==> config.mk <==
export PLATFORM = sky130hd
export DESIGN_NAME = rd_fwft
export DESIGN_NICKNAME = d
export VERILOG_FILES = /design/src/rtl/rd_fwft_pkg.sv /design/src/rtl/rd_fwft.sv
export SDC_FILE = /design/constraint.sdc
export NUM_CORES = 1
export LEC_CHECK = 0
export ABC_AREA = 1
export BUFFER_PORTS_ARGS = -buffer_cell sky130_fd_sc_hd__buf_2
export CORE_ASPECT_RATIO = 0.6
export CORE_UTILIZATION = 35
export DETAILED_ROUTE_END_ITERATION = 10
export PLACE_DENSITY_LB_ADDON = 0.25
export SLEW_MARGIN = 20
export SYNTH_ARGS = -nofsm -noshare
export SYNTH_HDL_FRONTEND = slang
export SYNTH_SLANG_ARGS = --single-unit
==> constraint.sdc <==
create_clock -name rd_clk -period 1.7 [get_ports rd_clk]
set_input_delay 0.17 -clock rd_clk [delete_from_list [all_inputs] [get_ports rd_clk]]
set_output_delay 0.17 -clock rd_clk [all_outputs]
set_load 0.05 [all_outputs]
==> src/rtl/rd_fwft_pkg.sv <==
// Shared read-side FIFO types: occupancy state encoding and data width default.
package rd_fwft_pkg;

    localparam int FIFO_DATA_WIDTH = 16;

    typedef enum logic [1:0] {
        S_ZERO = 2'd0,
        S_ONE  = 2'd1,
        S_TWO  = 2'd2
    } occ_t;

    function automatic logic [2:0] occ_count(input occ_t s);
        return {1'b0, s};
    endfunction

endpackage

==> src/rtl/rd_fwft.sv <==
// First-word-fall-through adapter for a 1-cycle-latency FIFO read port.
// Define RD_FWFT_POPCNT_EN to build the pop statistics counter.
module rd_fwft
    import rd_fwft_pkg::*;
#(
    parameter int DATA_WIDTH = FIFO_DATA_WIDTH,
    parameter int CNT_WIDTH  = 16
) (
    input  logic                  rd_clk,
    input  logic                  rd_rst_n,
    input  logic                  empty,
    output logic                  rd_en,
    input  logic [DATA_WIDTH-1:0] rd_data,
    output logic [DATA_WIDTH-1:0] dout,
    output logic                  dout_valid,
    input  logic                  dout_ready,
    output logic [CNT_WIDTH-1:0]  pop_cnt
);

    occ_t                  state_q, state_d;
    logic                  inflight_q, inflight_d;
    logic                  valid_q, valid_d;
    logic                  run_q, run_d;
    logic [DATA_WIDTH-1:0] head_q, head_d;
    logic [DATA_WIDTH-1:0] skid_q, skid_d;
    logic                  pop;
    logic [2:0]            need;

    assign pop  = valid_q & dout_ready;
    assign need = occ_count(state_q) + {2'b0, inflight_q} - {2'b0, pop};

    // run_q keeps rd_en low until the first edge after reset release
    assign rd_en      = run_q & ~empty & (need < 3'd2);
    assign dout       = head_q;
    assign dout_valid = valid_q;

    always_comb begin
        state_d    = state_q;
        head_d     = head_q;
        skid_d     = skid_q;
        inflight_d = rd_en;
        run_d      = 1'b1;
        unique case (state_q)
            S_ZERO: begin
                if (inflight_q) begin
                    head_d  = rd_data;
                    state_d = S_ONE;
                end
            end
            S_ONE: begin
                if (inflight_q && pop) begin
                    head_d = rd_data;
                end else if (inflight_q) begin
                    skid_d  = rd_data;
                    state_d = S_TWO;
                end else if (pop) begin
                    state_d = S_ZERO;
                end
            end
            S_TWO: begin
                if (pop) begin
                    head_d = skid_q;
                    if (inflight_q) begin
                        skid_d = rd_data;
                    end else begin
                        state_d = S_ONE;
                    end
                end
            end
            default: begin
                state_d = S_ZERO;
            end
        endcase
        valid_d = (state_d != S_ZERO);
    end

    always_ff @(posedge rd_clk or negedge rd_rst_n) begin
        if (!rd_rst_n) begin
            state_q    <= S_ZERO;
            inflight_q <= 1'b0;
            valid_q    <= 1'b0;
            run_q      <= 1'b0;
            head_q     <= '0;
            skid_q     <= '0;
        end else begin
            state_q    <= state_d;
            inflight_q <= inflight_d;
            valid_q    <= valid_d;
            run_q      <= run_d;
            head_q     <= head_d;
            skid_q     <= skid_d;
        end
    end

`ifdef RD_FWFT_POPCNT_EN
    logic [CNT_WIDTH-1:0] cnt_q, cnt_d;

    always_comb begin
        cnt_d = cnt_q;
        if (pop) begin
            cnt_d = cnt_q + 1'b1;
        end
    end

    always_ff @(posedge rd_clk or negedge rd_rst_n) begin
        if (!rd_rst_n) begin
            cnt_q <= '0;
        end else begin
            cnt_q <= cnt_d;
        end
    end

    assign pop_cnt = cnt_q;
`else
    assign pop_cnt = '0;
`endif

endmodule

==> reports/results.txt <==
Via count = 1453
Post-Layout Inst Area = 0.002270 mm^2
Number of global-route vias before repair = 1356
Ports = 54
Chip Height = 59.38 um
Layout cell share with drive strength beyond 1 = 29.82%
Final WL = 3.696 mm
FF+latch count, synth = 37
Slew Viols, Final = 0
Initial drt markers = 82
Critical Path Sink Type = output port
Tmin final = 2050 ps
Clock root cell = clkbuf_8
Violated checks = design-rule violations, negative setup slack
Final Hold Vio Count = 0
Met3 Usage GRT = 4.953%
CP Class = reg2out
Critical Path Start Type = register
Cells after Synth = 228
Post-Syn Area = 0.001921 mm^2
CTS buffer count = 5
DR WL/cell = 10.84 um
Sequential Area = 927.1 um^2
Final hold slack = 62.66 ps
FMAX = 0.4879 GHz
Unique masters post-synth = 23
Router iterations before antenna repair = 8
CTS H-Tree Depth = 2
Antenna Nets Post-Route = 0
Met2 Usage GRT = 22.09%
Clk sinks = 37
Finish-stage setup viols = 1
Largest cells by area after synthesis = dfrtp_1 48%, nand2_1 18%, buf_4 7.0%
Final HPWL DP = 2.541 mm
Worst IR Drop VDD = 0.8064 mV
# diodes = 0
Tcrit/Tclk final = 120.6%
RSZ-0062 raised after global routing = true
CP required = 1530 ps
Pwr Density = 1842 mW/mm^2
Core Footprint = 0.005180 mm^2
Post-synth top area share = 48.21%
Via density = 4.261
Met1 GRT Util = 19.14%
Area leader, netlist = dfrtp_1
Initial core utilization = 37.08%
PortBufs = 37
Lkg Pwr = 1.238 nW
CTS Buffer Depth = 2
DIE WIDTH = 97.64 um
Fill count = 557
Worst endpoint data arrival time = 1880 ps
Clock skew = 2.832 ps
Synth Warn # = 0
Final Wtd Congestion = 0.7693
Reg2reg setup slack = 210 ps
Area post-placement = 0.002161 mm^2
Num rows = 20
Status = complete, but fails checks
Initial antenna violation count = 0
Setup TNS = -349.8 ps
Total Power = 4.182 mW
Syn_area_per_cell = 8.424 um^2
Synthesis-to-layout area growth = 18.18%
First-pass GRT wire length = 6.334 mm
Drt drc = 8
DP Worst Slack = -126.5 ps
CTS tree = yes
Grt ovf = 0
Clock slew seen by the registers of the worst setup and hold paths = 70 ps
GR peak layer = met2
Pin count of the biggest net entering global routing = 38
Nets = 295
Total track usage = 14.59%
Die area = 0.005798 mm^2
Worst-path maximum fanout = 4
Multi-input logic area = 804.5 um^2
Worst-skew pair later-pin latency = 290 ps
Min-Delay Path Class = in2reg
Sequential share of the synthesized area = 48.21%
Worst setup margin = -349.8 ps
Maxcap violations = 0
## registers in the layout, indices dropped and copies added, names as in the netlist
signal	flops
run_q	1
dout	16
state_q	2
dout_valid	1
inflight_q	1
skid_q	16
## stage by stage
step / std cells / util [%]
2_1_floorplan: 243 / -
3_3_place_gp: 331 / 41.72
4_1_cts: 341 / 43.82
6_report: 341 / 43.82
5_1_grt: 341 / 43.82
3_5_place_dp: 331 / 41.72
## cells in the final DEF (no fill, tap or decap), types with 2 or more instances in the layout
master    instances
nand3_2           2
o21ai_2          14
o21ai_1           4
o21ai_0          16
dfrtp_1          36
inv_2             3
nand2_1          89
inv_1            18
buf_2            36
nand2_2           3
nand2_4           2
conb_1           17
nand3_1           4
nor2_1            2
clkbuf_1          3
clkbuf_8          5
buf_4            10
## path summary, 6_finish.rpt
kind / depth (start not counted) / from / end
max: 7 / inflight_q$_DFF_PN0_ / rd_en
min: 2 / empty / inflight_q$_DFF_PN0_
max reg2reg: 6 / inflight_q$_DFF_PN0_ / inflight_q$_DFF_PN0_
min reg2reg: 2 / dout[4]$_DFFE_PN0P_ / dout[4]$_DFFE_PN0P_
max in group asynchronous: 3 / rd_rst_n / dout_valid$_DFF_PN0_
min in group asynchronous: 3 / rd_rst_n / dout[2]$_DFFE_PN0P_
## what timing repair did
action / 4_1_cts / 5_1_grt
gates resized for setup: 4 / 0
setup endpoints to repair: 1 / 1
pin swaps: 0 / 0
endpoints found under the hold margin: 37 / 0
setup buffers: 1 / 0
hold buffers: 1 / 0
## cells in the mapped netlist
| cell | instances |
|---|---|
| buf_2 | 1 |
| o21ai_0 | 16 |
| nand4_1 | 1 |
| buf_4 | 18 |
| buf_6 | 5 |
| inv_1 | 19 |
| o21ai_1 | 4 |
| dfrtp_1 | 37 |
| conb_1 | 2 |
| nor3_1 | 1 |
| o21ai_2 | 14 |
| clkbuf_2 | 1 |
| nor2_1 | 2 |
| xor2_1 | 1 |
| nand2_1 | 92 |
| nor2_8 | 1 |
| nand2_2 | 1 |
| nand2_4 | 1 |
| fa_1 | 1 |
| nand3_1 | 6 |
| inv_2 | 2 |
| nand3_4 | 1 |
| nor2_2 | 1 |
## layer usage
layer,vias up,wire [um]
met5,-,0
met4,0,59
met3,6,230
met2,40,1461
met1,642,1943
li1,765,-
## power breakdown
group          switching [mW]  internal, mW
Combinational            1.52         0.607
Clock                   0.297         0.291
Sequential              0.206          1.26
Total                    2.02          2.16
## worst max-delay path, cell delays in order, from the launching register on
cell	delay, ps
dfrtp_1	430
inv_2	60
nand2_2	80
nand3_2	60
fa_1	510
nand2_2	70
nor3_4	200
buf_6	180
## layout make-up
cell class                      count  share of cell area [%]
Sequential cell                    37                   40.85
Multi-Input combinational cell    160                   35.45
Timing Repair Buffer               49                   13.07
Tap cell                           66                   3.638
Clock buffer                        8                   3.528
Inverter                           21                   3.473
## kinds of logic after synthesis
logic type / Yosys count / synth area share [%]
adder cells (fa/ha/maj): 1 / 1.042
other: 2 / 0.3910
AND/OR/NAND/NOR: 107 / 23.71
XOR/XNOR: 1 / 0.4561
buffers and inverters: 46 / 14.59
AO/OA/AOI/OAI: 34 / 11.60
flip-flops: 37 / 48.21
No activity file was read; power rests on OpenSTA's default activity.
